File: src/rtl/wb_pkg.sv
// Shared definitions for the register-file writeback arbiter.
//   DATA_W / ADDR_W / NUM_REGS : writeback datapath geometry
//   CNT_W_DEFAULT              : default width of the contention counter
//   src_e                      : writeback source, also the round-robin pointer
package wb_pkg;

  localparam int DATA_W        = 64;
  localparam int ADDR_W        = 5;
  localparam int NUM_REGS      = 1 << ADDR_W;
  localparam int CNT_W_DEFAULT = 16;

  typedef logic [ADDR_W-1:0] reg_idx_t;
  typedef logic [DATA_W-1:0] wb_data_t;

  typedef enum logic {
    SRC_ALU = 1'b0,
    SRC_MEM = 1'b1
  } src_e;

  // The source that gets priority after the given one wins a contention.
  function automatic src_e other_src(input src_e s);
    return (s == SRC_ALU) ? SRC_MEM : SRC_ALU;
  endfunction

endpackage

File: src/rtl/regfile_wb_arbiter_if.sv
// Writeback bus between the two result sources, the issue stage, and the
// register-file write port.
//   alu_*/mem_*     : valid/ready writeback requests (rd + data)
//   issue_en/rd     : issued instruction that will later write issue_rd
//   rf_*            : registered drive of the register-file write port
//   pend_mask       : outstanding-write scoreboard, one bit per register
//   conflict_cnt    : saturating count of two-way contention cycles
// master = requesters/issue stage/observer, slave = the arbiter.
interface regfile_wb_arbiter_if #(
  parameter int CNT_W = wb_pkg::CNT_W_DEFAULT
) ();
  import wb_pkg::*;

  logic                alu_valid;
  reg_idx_t            alu_rd;
  wb_data_t            alu_data;
  logic                alu_ready;

  logic                mem_valid;
  reg_idx_t            mem_rd;
  wb_data_t            mem_data;
  logic                mem_ready;

  logic                issue_en;
  reg_idx_t            issue_rd;

  reg_idx_t            rf_rd;
  wb_data_t            rf_wdata;
  logic                rf_regwrite;

  logic [NUM_REGS-1:0] pend_mask;
  logic [CNT_W-1:0]    conflict_cnt;

  modport master (
    output alu_valid, alu_rd, alu_data,
    input  alu_ready,
    output mem_valid, mem_rd, mem_data,
    input  mem_ready,
    output issue_en, issue_rd,
    input  rf_rd, rf_wdata, rf_regwrite,
    input  pend_mask, conflict_cnt
  );

  modport slave (
    input  alu_valid, alu_rd, alu_data,
    output alu_ready,
    input  mem_valid, mem_rd, mem_data,
    output mem_ready,
    input  issue_en, issue_rd,
    output rf_rd, rf_wdata, rf_regwrite,
    output pend_mask, conflict_cnt
  );

endinterface

File: src/rtl/wb_scoreboard.sv
// Pending-write scoreboard for issue-stage RAW hazard detection.
//   clk, rst_n   : clock, async active-low reset
//   set_en_i/idx : issued producer of register set_idx_i (x0 ignored)
//   clr_en_i/idx : write-stage commit to register clr_idx_i
//   pend_mask_o  : bit i = write to register i still outstanding
module wb_scoreboard
  import wb_pkg::*;
(
  input  logic                clk,
  input  logic                rst_n,
  input  logic                set_en_i,
  input  reg_idx_t            set_idx_i,
  input  logic                clr_en_i,
  input  reg_idx_t            clr_idx_i,
  output logic [NUM_REGS-1:0] pend_mask_o
);

  logic [NUM_REGS-1:0] pend_d;
  logic [NUM_REGS-1:0] pend_q;

  always_comb begin
    pend_d = pend_q;
    if (clr_en_i) begin
      pend_d[clr_idx_i] = 1'b0;
    end
    // Set applied after clear: a freshly issued producer of the same
    // register outranks the older write that is retiring this cycle.
    if (set_en_i && (set_idx_i != '0)) begin
      pend_d[set_idx_i] = 1'b1;
    end
    pend_d[0] = 1'b0;
  end

  // NOTE: this is 32 individual flops, not a RAM macro, so it takes the
  // async reset; a true memory array would be left unreset and gated by valid bits.
  always_ff @(posedge clk or negedge rst_n) begin
    if (!rst_n) begin
      pend_q <= '0;
    end else begin
      pend_q <= pend_d;
    end
  end

  assign pend_mask_o = pend_q;

endmodule

File: src/rtl/regfile_wb_arbiter.sv
// Register-file write-port arbiter: two writeback sources (ALU, load) share
// the single 64-bit write port under round-robin arbitration.
//   clk    : system clock, rising edge
//   reset  : asynchronous active-low reset (0 = reset), deassert synchronised here
//   bus    : regfile_wb_arbiter_if.slave - requests, issue, rf drive, status
// Grant in cycle N drives rf_regwrite/rf_rd/rf_wdata in cycle N+1.
module regfile_wb_arbiter
  import wb_pkg::*;
#(
  parameter int CNT_W = CNT_W_DEFAULT
) (
  input  logic                 clk,
  input  logic                 reset,
  regfile_wb_arbiter_if.slave  bus
);

  // ---------------------------------------------------------------------
  // Reset: assert asynchronously, release on a clock edge.
  // ---------------------------------------------------------------------
  logic [1:0] rst_sync_q;
  logic       rst_n;

  // NOTE: every clocked process uses non-blocking assignments so all flops
  // sample the pre-edge values, independent of process evaluation order.
  always_ff @(posedge clk or negedge reset) begin
    if (!reset) begin
      rst_sync_q <= 2'b00;
    end else begin
      rst_sync_q <= {rst_sync_q[0], 1'b1};
    end
  end

  assign rst_n = rst_sync_q[1];

  // ---------------------------------------------------------------------
  // Round-robin arbiter (combinational ready, registered pointer)
  // ---------------------------------------------------------------------
  src_e     ptr_q;
  src_e     ptr_d;
  logic     both_valid;
  logic     grant_alu;
  logic     grant_mem;
  logic     wr_en_d;
  reg_idx_t rf_rd_d;
  reg_idx_t rf_rd_q;
  wb_data_t rf_wdata_d;
  wb_data_t rf_wdata_q;
  logic     rf_regwrite_q;

  assign both_valid = bus.alu_valid && bus.mem_valid;

  // NOTE: every signal written here gets a default first, so no path leaves
  // a variable unassigned and no latch is inferred.
  always_comb begin
    grant_alu  = 1'b0;
    grant_mem  = 1'b0;
    ptr_d      = ptr_q;
    wr_en_d    = 1'b0;
    rf_rd_d    = rf_rd_q;
    rf_wdata_d = rf_wdata_q;

    if (both_valid) begin
      grant_alu = (ptr_q == SRC_ALU);
      grant_mem = (ptr_q == SRC_MEM);
      ptr_d     = other_src(ptr_q);
    end else begin
      grant_alu = bus.alu_valid;
      grant_mem = bus.mem_valid;
    end

    // A grant to x0 still completes the handshake but never reaches the
    // register file, so rf_rd/rf_wdata keep their previous values.
    if (grant_alu && (bus.alu_rd != '0)) begin
      wr_en_d    = 1'b1;
      rf_rd_d    = bus.alu_rd;
      rf_wdata_d = bus.alu_data;
    end else if (grant_mem && (bus.mem_rd != '0)) begin
      wr_en_d    = 1'b1;
      rf_rd_d    = bus.mem_rd;
      rf_wdata_d = bus.mem_data;
    end
  end

  always_ff @(posedge clk or negedge rst_n) begin
    if (!rst_n) begin
      ptr_q <= SRC_ALU;
    end else begin
      ptr_q <= ptr_d;
    end
  end

  assign bus.alu_ready = grant_alu;
  assign bus.mem_ready = grant_mem;

  // ---------------------------------------------------------------------
  // Write stage: one registered write per cycle
  // ---------------------------------------------------------------------
  always_ff @(posedge clk or negedge rst_n) begin
    if (!rst_n) begin
      rf_regwrite_q <= 1'b0;
      rf_rd_q       <= '0;
      rf_wdata_q    <= '0;
    end else begin
      rf_regwrite_q <= wr_en_d;
      rf_rd_q       <= rf_rd_d;
      rf_wdata_q    <= rf_wdata_d;
    end
  end

  assign bus.rf_regwrite = rf_regwrite_q;
  assign bus.rf_rd       = rf_rd_q;
  assign bus.rf_wdata    = rf_wdata_q;

  // ---------------------------------------------------------------------
  // Saturating contention counter
  // ---------------------------------------------------------------------
  logic [CNT_W-1:0] cnt_d;
  logic [CNT_W-1:0] cnt_q;

  always_comb begin
    cnt_d = cnt_q;
    if (both_valid && (cnt_q != '1)) begin
      cnt_d = cnt_q + 1'b1;
    end
  end

  always_ff @(posedge clk or negedge rst_n) begin
    if (!rst_n) begin
      cnt_q <= '0;
    end else begin
      cnt_q <= cnt_d;
    end
  end

  assign bus.conflict_cnt = cnt_q;

  // ---------------------------------------------------------------------
  // Pending-write scoreboard; clears on the commit cycle itself
  // ---------------------------------------------------------------------
  logic [NUM_REGS-1:0] pend_mask;

  wb_scoreboard u_scoreboard (
    .clk         (clk),
    .rst_n       (rst_n),
    .set_en_i    (bus.issue_en),
    .set_idx_i   (bus.issue_rd),
    .clr_en_i    (rf_regwrite_q),
    .clr_idx_i   (rf_rd_q),
    .pend_mask_o (pend_mask)
  );

  assign bus.pend_mask = pend_mask;

endmodule

File: src/flat_wrapper.sv
// flat-port wrapper written by rule: the top's interface ports become plain ports
module regfile_wb_arbiter_flat import wb_pkg::*;
#(
  parameter int CNT_W = CNT_W_DEFAULT
)
  (clk, reset, bus_alu_valid, bus_alu_rd, bus_alu_data, bus_alu_ready, bus_mem_valid, bus_mem_rd, bus_mem_data, bus_mem_ready, bus_issue_en, bus_issue_rd, bus_rf_rd, bus_rf_wdata, bus_rf_regwrite, bus_pend_mask, bus_conflict_cnt);
  regfile_wb_arbiter_if #(.CNT_W(CNT_W)) bus_i ();
  input  logic clk;
  input  logic reset;
  input wire logic [$bits(bus_i.alu_valid)-1:0] bus_alu_valid;
  input wire logic [$bits(bus_i.alu_rd)-1:0] bus_alu_rd;
  input wire logic [$bits(bus_i.alu_data)-1:0] bus_alu_data;
  output wire logic [$bits(bus_i.alu_ready)-1:0] bus_alu_ready;
  input wire logic [$bits(bus_i.mem_valid)-1:0] bus_mem_valid;
  input wire logic [$bits(bus_i.mem_rd)-1:0] bus_mem_rd;
  input wire logic [$bits(bus_i.mem_data)-1:0] bus_mem_data;
  output wire logic [$bits(bus_i.mem_ready)-1:0] bus_mem_ready;
  input wire logic [$bits(bus_i.issue_en)-1:0] bus_issue_en;
  input wire logic [$bits(bus_i.issue_rd)-1:0] bus_issue_rd;
  output wire logic [$bits(bus_i.rf_rd)-1:0] bus_rf_rd;
  output wire logic [$bits(bus_i.rf_wdata)-1:0] bus_rf_wdata;
  output wire logic [$bits(bus_i.rf_regwrite)-1:0] bus_rf_regwrite;
  output wire logic [$bits(bus_i.pend_mask)-1:0] bus_pend_mask;
  output wire logic [$bits(bus_i.conflict_cnt)-1:0] bus_conflict_cnt;
  assign bus_i.alu_valid = bus_alu_valid;
  assign bus_i.alu_rd = bus_alu_rd;
  assign bus_i.alu_data = bus_alu_data;
  assign bus_alu_ready = bus_i.alu_ready;
  assign bus_i.mem_valid = bus_mem_valid;
  assign bus_i.mem_rd = bus_mem_rd;
  assign bus_i.mem_data = bus_mem_data;
  assign bus_mem_ready = bus_i.mem_ready;
  assign bus_i.issue_en = bus_issue_en;
  assign bus_i.issue_rd = bus_issue_rd;
  assign bus_rf_rd = bus_i.rf_rd;
  assign bus_rf_wdata = bus_i.rf_wdata;
  assign bus_rf_regwrite = bus_i.rf_regwrite;
  assign bus_pend_mask = bus_i.pend_mask;
  assign bus_conflict_cnt = bus_i.conflict_cnt;
  regfile_wb_arbiter #(.CNT_W(CNT_W)) u_core (.clk(clk), .reset(reset), .bus(bus_i));
endmodule
File: config.mk
export PLATFORM = sky130hd
export DESIGN_NAME = regfile_wb_arbiter_flat
export DESIGN_NICKNAME = d
export VERILOG_FILES = /design/src/rtl/wb_pkg.sv /design/src/rtl/regfile_wb_arbiter_if.sv /design/src/rtl/wb_scoreboard.sv /design/src/rtl/regfile_wb_arbiter.sv /design/src/flat_wrapper.sv
export SDC_FILE = /design/constraint.sdc
export NUM_CORES = 1
export LEC_CHECK = 0
export ABC_AREA = 0
export ABC_CLOCK_PERIOD_IN_PS = 5100
export CAP_MARGIN = 30
export CORE_AREA = 2 2 139 101
export CTS_CLUSTER_SIZE = 24
export DETAILED_ROUTE_END_ITERATION = 7
export DIE_AREA = 0 0 141 103
export HOLD_SLACK_MARGIN = 0.12
export PLACE_DENSITY_LB_ADDON = 0.08
export SYNTH_ARGS = -nofsm -noshare
export SYNTH_HDL_FRONTEND = slang
export SYNTH_HIERARCHICAL = 1
export SYNTH_SLANG_ARGS = --single-unit
File: constraint.sdc
create_clock -name clk -period 5.1 [get_ports clk]
set_clock_uncertainty 0.2 [all_clocks]
set_input_delay 1.275 -clock clk [delete_from_list [all_inputs] [get_ports clk]]
set_output_delay 1.275 -clock clk [all_outputs]
set_load 0.02 [all_outputs]
Yosys cells after proc, flatten, opt, wreduce, memory -nomap -nowiden
Cells that the tools add are included.
{"block": "totals", "register_bits": 120, "input_bits": 148, "out_inout_bits": 120}
{"block": "op_classes", "addsub": 1, "order_cmp": 4, "n_eq_ne": 1, "n_mux": 15, "bitwise": 4, "n_reduce_logical": 11}
{"operator": "$mux 64", "n": 2}
{"operator": "$mux 32", "n": 2}
{"operator": "$and 32x32->32", "n": 1}
{"operator": "$not 32->32", "n": 1}
{"operator": "$or 32x32->32", "n": 1}
{"operator": "$add 16x1->16 const B", "n": 1}
{"operator": "$ne 16x16->1 const B", "n": 1}
{"operator": "$reduce_bool 5->1", "n": 3}
{"operator": "$lt 5x6->1 const B", "n": 2}
{"operator": "$demux 1 s5", "n": 2}
{"operator": "$ge 5x1->1 const B", "n": 2}
{"operator": "$mux 5", "n": 2}
{"operator": "$logic_and 1x1->1", "n": 7}
{"operator": "$mux 1", "n": 7}
{"operator": "$reduce_bool 2->1", "n": 1}
{"operator": "$not 1->1", "n": 1}

Depth between registers and ports, before layout
{"block": "logic_depth", "word_depth": 9, "ltp_mapped": 6}

Hierarchy
Netlist, hierarchy kept.
{"mod": "regfile_wb_arbiter", "n_inst": 1, "cells_each": 388, "area_per_inst_um2": 3895.0, "seq_area_each_um2": 2227.1}
{"mod": "wb_scoreboard", "n_inst": 1, "cells_each": 121, "area_per_inst_um2": 1282.5, "seq_area_each_um2": 775.7}

Worst setup path after synthesis
No wires, ideal clock.
{"block": "synth_timing", "path_kind": "input to output", "start": "input port bus_alu_valid", "end": "output port bus_alu_ready", "t_arrival_ns": 1.712, "required_ns": 3.625, "setup_slack_ns": 1.913, "path_stages": 1, "cell_sequence": "a21boi_2"}
{"block": "synth_between", "elab_chain_cells": 2}
{"element": "from (decl)", "line_no": "flat_wrapper.sv:10", "rtl": "input wire logic [$bits(bus_i.alu_valid)-1:0] bus_alu_valid;"}
{"element": "$logic_and 1x1->1", "line_no": "regfile_wb_arbiter.sv:50", "rtl": "assign both_valid = bus.alu_valid && bus.mem_valid;"}
{"element": "$mux 1 *", "line_no": "regfile_wb_arbiter.sv:62", "rtl": "if (both_valid) begin"}
{"element": "to (decl)", "line_no": "flat_wrapper.sv:13", "rtl": "output wire logic [$bits(bus_i.alu_ready)-1:0] bus_alu_ready;"}
Every way passes the cells marked *; elsewhere a longest branch is shown, timed or not.

Worst setup path after layout
{"block": "layout_timing", "start": "input port bus_mem_valid", "end": "output port bus_alu_ready"}
{"block": "layout_between", "elab_chain_cells": 2}
{"element": "from (decl)", "line_no": "flat_wrapper.sv:14", "rtl": "input wire logic [$bits(bus_i.mem_valid)-1:0] bus_mem_valid;"}
{"element": "$logic_and 1x1->1", "line_no": "regfile_wb_arbiter.sv:50"}
{"element": "$mux 1", "line_no": "regfile_wb_arbiter.sv:62"}
No other way between the ends.

==> impl_metrics.toml <==
[status]
status = "completed"

[synthesis]
ys_ff_latch = 120
synth_nets = 658
ys_warn_count = 6
netlist_instances = 509
synth_xor_area_frac = 0.0254
synth_fa_ha_area_frac = 0.00242
ys.flop_type = "dfrtp_1"
synth_compound_area_frac = 0.225
ys_types = 40
synth_edf_count = 0
yosysSeqAreaShare = 0.580
synth_top_family_by_area = "compound AO/OA/AOI/OAI gates"
synth-simple-area-share = 0.0853
async_reset_ff_frac = 1.00
muxShareOfSynthArea = 0.00435
synth.avg_cell_area_sq_um = 10.2
syn-cell-area_sq_um = 5180

[sta]
fin_crit_sh = 0.857
min_period_ns = 4.37
maxClockFrequency_ghz = 0.229
setup_viol = 0
drv_slew = 0
worst_slack_ns = 0.729
tns_ns = 0
whs_ns = 0.135
hold_violations = 0
grt_setup_unrepaired = "false"
worst-slew-pin-transition_ns = 0.722
slew_headroom = 0.519

[setup_path]
timing.rr.start = "u_core/ptr_q$_DFFE_PN0N_"
crit_type = "input pin to primary output"
r2r_cells = 5
critPathArrivalTime_ns = 2.90
crit_top_cell = "clkdlybuf4s50_1"
crit_path_max_incr_delay_ns = 0.69
crit_path_max_fanout = 9
path_delay_family = "buffers and inverters"
r2r_setup_slack_ns = 2.88
cp.required_ns = 3.62
crit_path_start_kind = "input pin"
crit_buf_inv = 2
worst_r2r_endpoint = "u_core/bus.rf_wdata[63]$_DFFE_PN0P_"
cp_cell_sequence = "clkdlybuf4s50_1 > a21boi_2 > clkdlybuf4s50_1"
endpoint_kind = "primary output"
cp_slowest_cell = "clkdlybuf4s50_1"

[flow_run]
maxCapViolations = 0

[route]
first_pass_iters = 4
route.met2.wl_mm = 8.12
drt-total-wl_mm = 16.4
wl_met1_mm = 6.73
vias = 4871
drc_errors = 0
drt_iter0_markers = 225
wl_per_cell_um = 17.1
routed-wl-met3_mm = 1.33
highest_layer = "met4"
postRouteAntennaNets = 0
vias_per_cell = 5.07

[grt]
grt_overflow_total = 0
grt_pass1_vias = 4780
grtUsageTotal = 0.222
grt_pass1_wl_mm = 24.8
antenna_found_initial = 0
grt_max_degree = 77

[floorplan]
initial_utilization = 0.387
core_area_sq_um = 13400
num_io_pins = 268
dieArea_sq_um = 14500
rows = 36
die_w_um = 141
die_h_um = 103

[layout]
syn_to_final_growth_pct = 66.2
layout_commonest_cell = "clkdlybuf4s50_1"
nets = 926
final_cell_mix = "266 x clkdlybuf4s50_1, 119 x dfrtp_1, 69 x inv_1, 65 x o22ai_1, 65 x a21oi_1"
drive_gt1_frac = 0.0596
num_antenna_cells = 0

[power_and_ir_drop]
max-vdd-ir-drop_v = 0.000276
p_leak_nw = 3.64
power_mw = 4.51
powerDensity_nw_per_um2 = 524

[clocking]
clock_sinks = 120
cts-root-buf = "clkbuf_16"
clk_pin_slew_ns = 0.05
htreeDepth = 4
clk_latency_ns = 0.40
cts_buffer_depth = 2
cts_made_buffers = 17
cts_tree = "done"

[hold_path]
hold_path.class = "flip-flop to asynchronous set/reset pin"

[placement]
gp_congestion = 0.828
post-place-ws_ns = 0.731
io_buffer_count = 266
dp_hpwl_mm = 11.9
[worst max-delay path by stage]
| stage | from | endpoint | depth (start not counted) |
|---|---|---|---|
| 2_1_floorplan | u_core/rst_sync_q[1]$_DFF_PN0_ | u_core/bus.conflict_cnt[0]$_DFFE_PN0P_ | 0 |
| 5_1_grt | bus_mem_valid | bus_alu_ready | 3 |
| 3_5_place_dp | bus_mem_valid | bus_alu_ready | 3 |
| 6_report | bus_mem_valid | bus_alu_ready | 3 |
| 3_3_place_gp | bus_mem_valid | bus_alu_ready | 3 |
| 4_1_cts | bus_mem_valid | bus_alu_ready | 3 |
[cell type report]
cell class	count	area (sq um)
fillers	1070	4770
flip-flops and latches	120	3010
repair buffers	273	2740
multi-input cells	296	1790
clock buffers	23	478
inverters	69	259
well taps	171	214
clock inverters	8	120
[registers in the layout (all words and copies together) (netlist names)]
| register | count |
|---|---|
| u_core/bus.rf_rd | 5 |
| u_core/bus.conflict_cnt | 16 |
| u_core/ptr_q | 1 |
| u_core/bus.rf_wdata | 64 |
| u_core/rst_sync_q | 2 |
| u_core/bus.rf_regwrite | 1 |
| u_core/u_scoreboard/pend_mask_o | 31 |
[worst reg2reg max path: stages, from the launching register on]
cell and delay [ns]:
dfrtp_1 0.45, a21boi_2 0.41, o31ai_4 0.14, and2_2 0.42
buf_4 0.35, a21oi_1 0.19
[routing by layer]
| layer | up-vias | global-route usage |
|---|---|---|
| met5 | - | 0 |
| met4 | 0 | 0.0731 |
| met3 | 16 | 0.0706 |
| met2 | 206 | 0.383 |
| met1 | 2305 | 0.270 |
| li1 | 2344 | - |
[synthesized netlist by cell type (6+ instances only)]
cell | number | area, sq um
nand3_1 | 10 | 50.1
o22ai_1 | 65 | 407
o21ai_1 | 35 | 175
inv_1 | 69 | 259
nand2_1 | 9 | 33.8
xor2_1 | 12 | 105
nor3_1 | 6 | 30.0
nor2_1 | 7 | 26.3
o21ai_0 | 32 | 160
a21oi_1 | 65 | 325
dfrtp_1 | 120 | 3000
nand3b_1 | 10 | 75.1
buf_2 | 13 | 65.1
[report_power, final]
| group | switching (mW) | leakage (nW) | internal, mW | total, mW |
|---|---|---|---|---|
| logic | 0.956 | 1.98 | 0.853 | 1.81 |
| registers | 0.230 | 1.38 | 1.27 | 1.50 |
| clock network | 0.398 | 0.289 | 0.802 | 1.20 |
| total | 1.58 | 3.64 | 2.93 | 4.51 |
[per-stage QoR]
step | instances | utilization | cell area (sq um)
floorplan | 509 | - | 5180
global placement | 927 | 0.596 | 7970
detailed placement | 927 | 0.596 | 7970
CTS | 958 | 0.641 | 8570
global route | 960 | 0.643 | 8610
finish | 960 | 0.643 | 8610
[logic make-up after synthesis]
| logic type | after synthesis |
|---|---|
| and+or+nand+nor | 70 |
| other | 2 |
| muxes | 2 |
| adders and majority gates | 1 |
| AOI/OAI and AO/OA | 206 |
| xor gates and xnor gates | 15 |
| buffers and inverters | 93 |
| DFF | 120 |
[what timing repair did]
action / 4_1_cts / 5_1_grt
resized for setup: 0 / 0
hold buffers: 0 / 1
hold endpoints to repair: 0 / 5
setup buffers: 0 / 0
(Power assumes the default switching activity.)
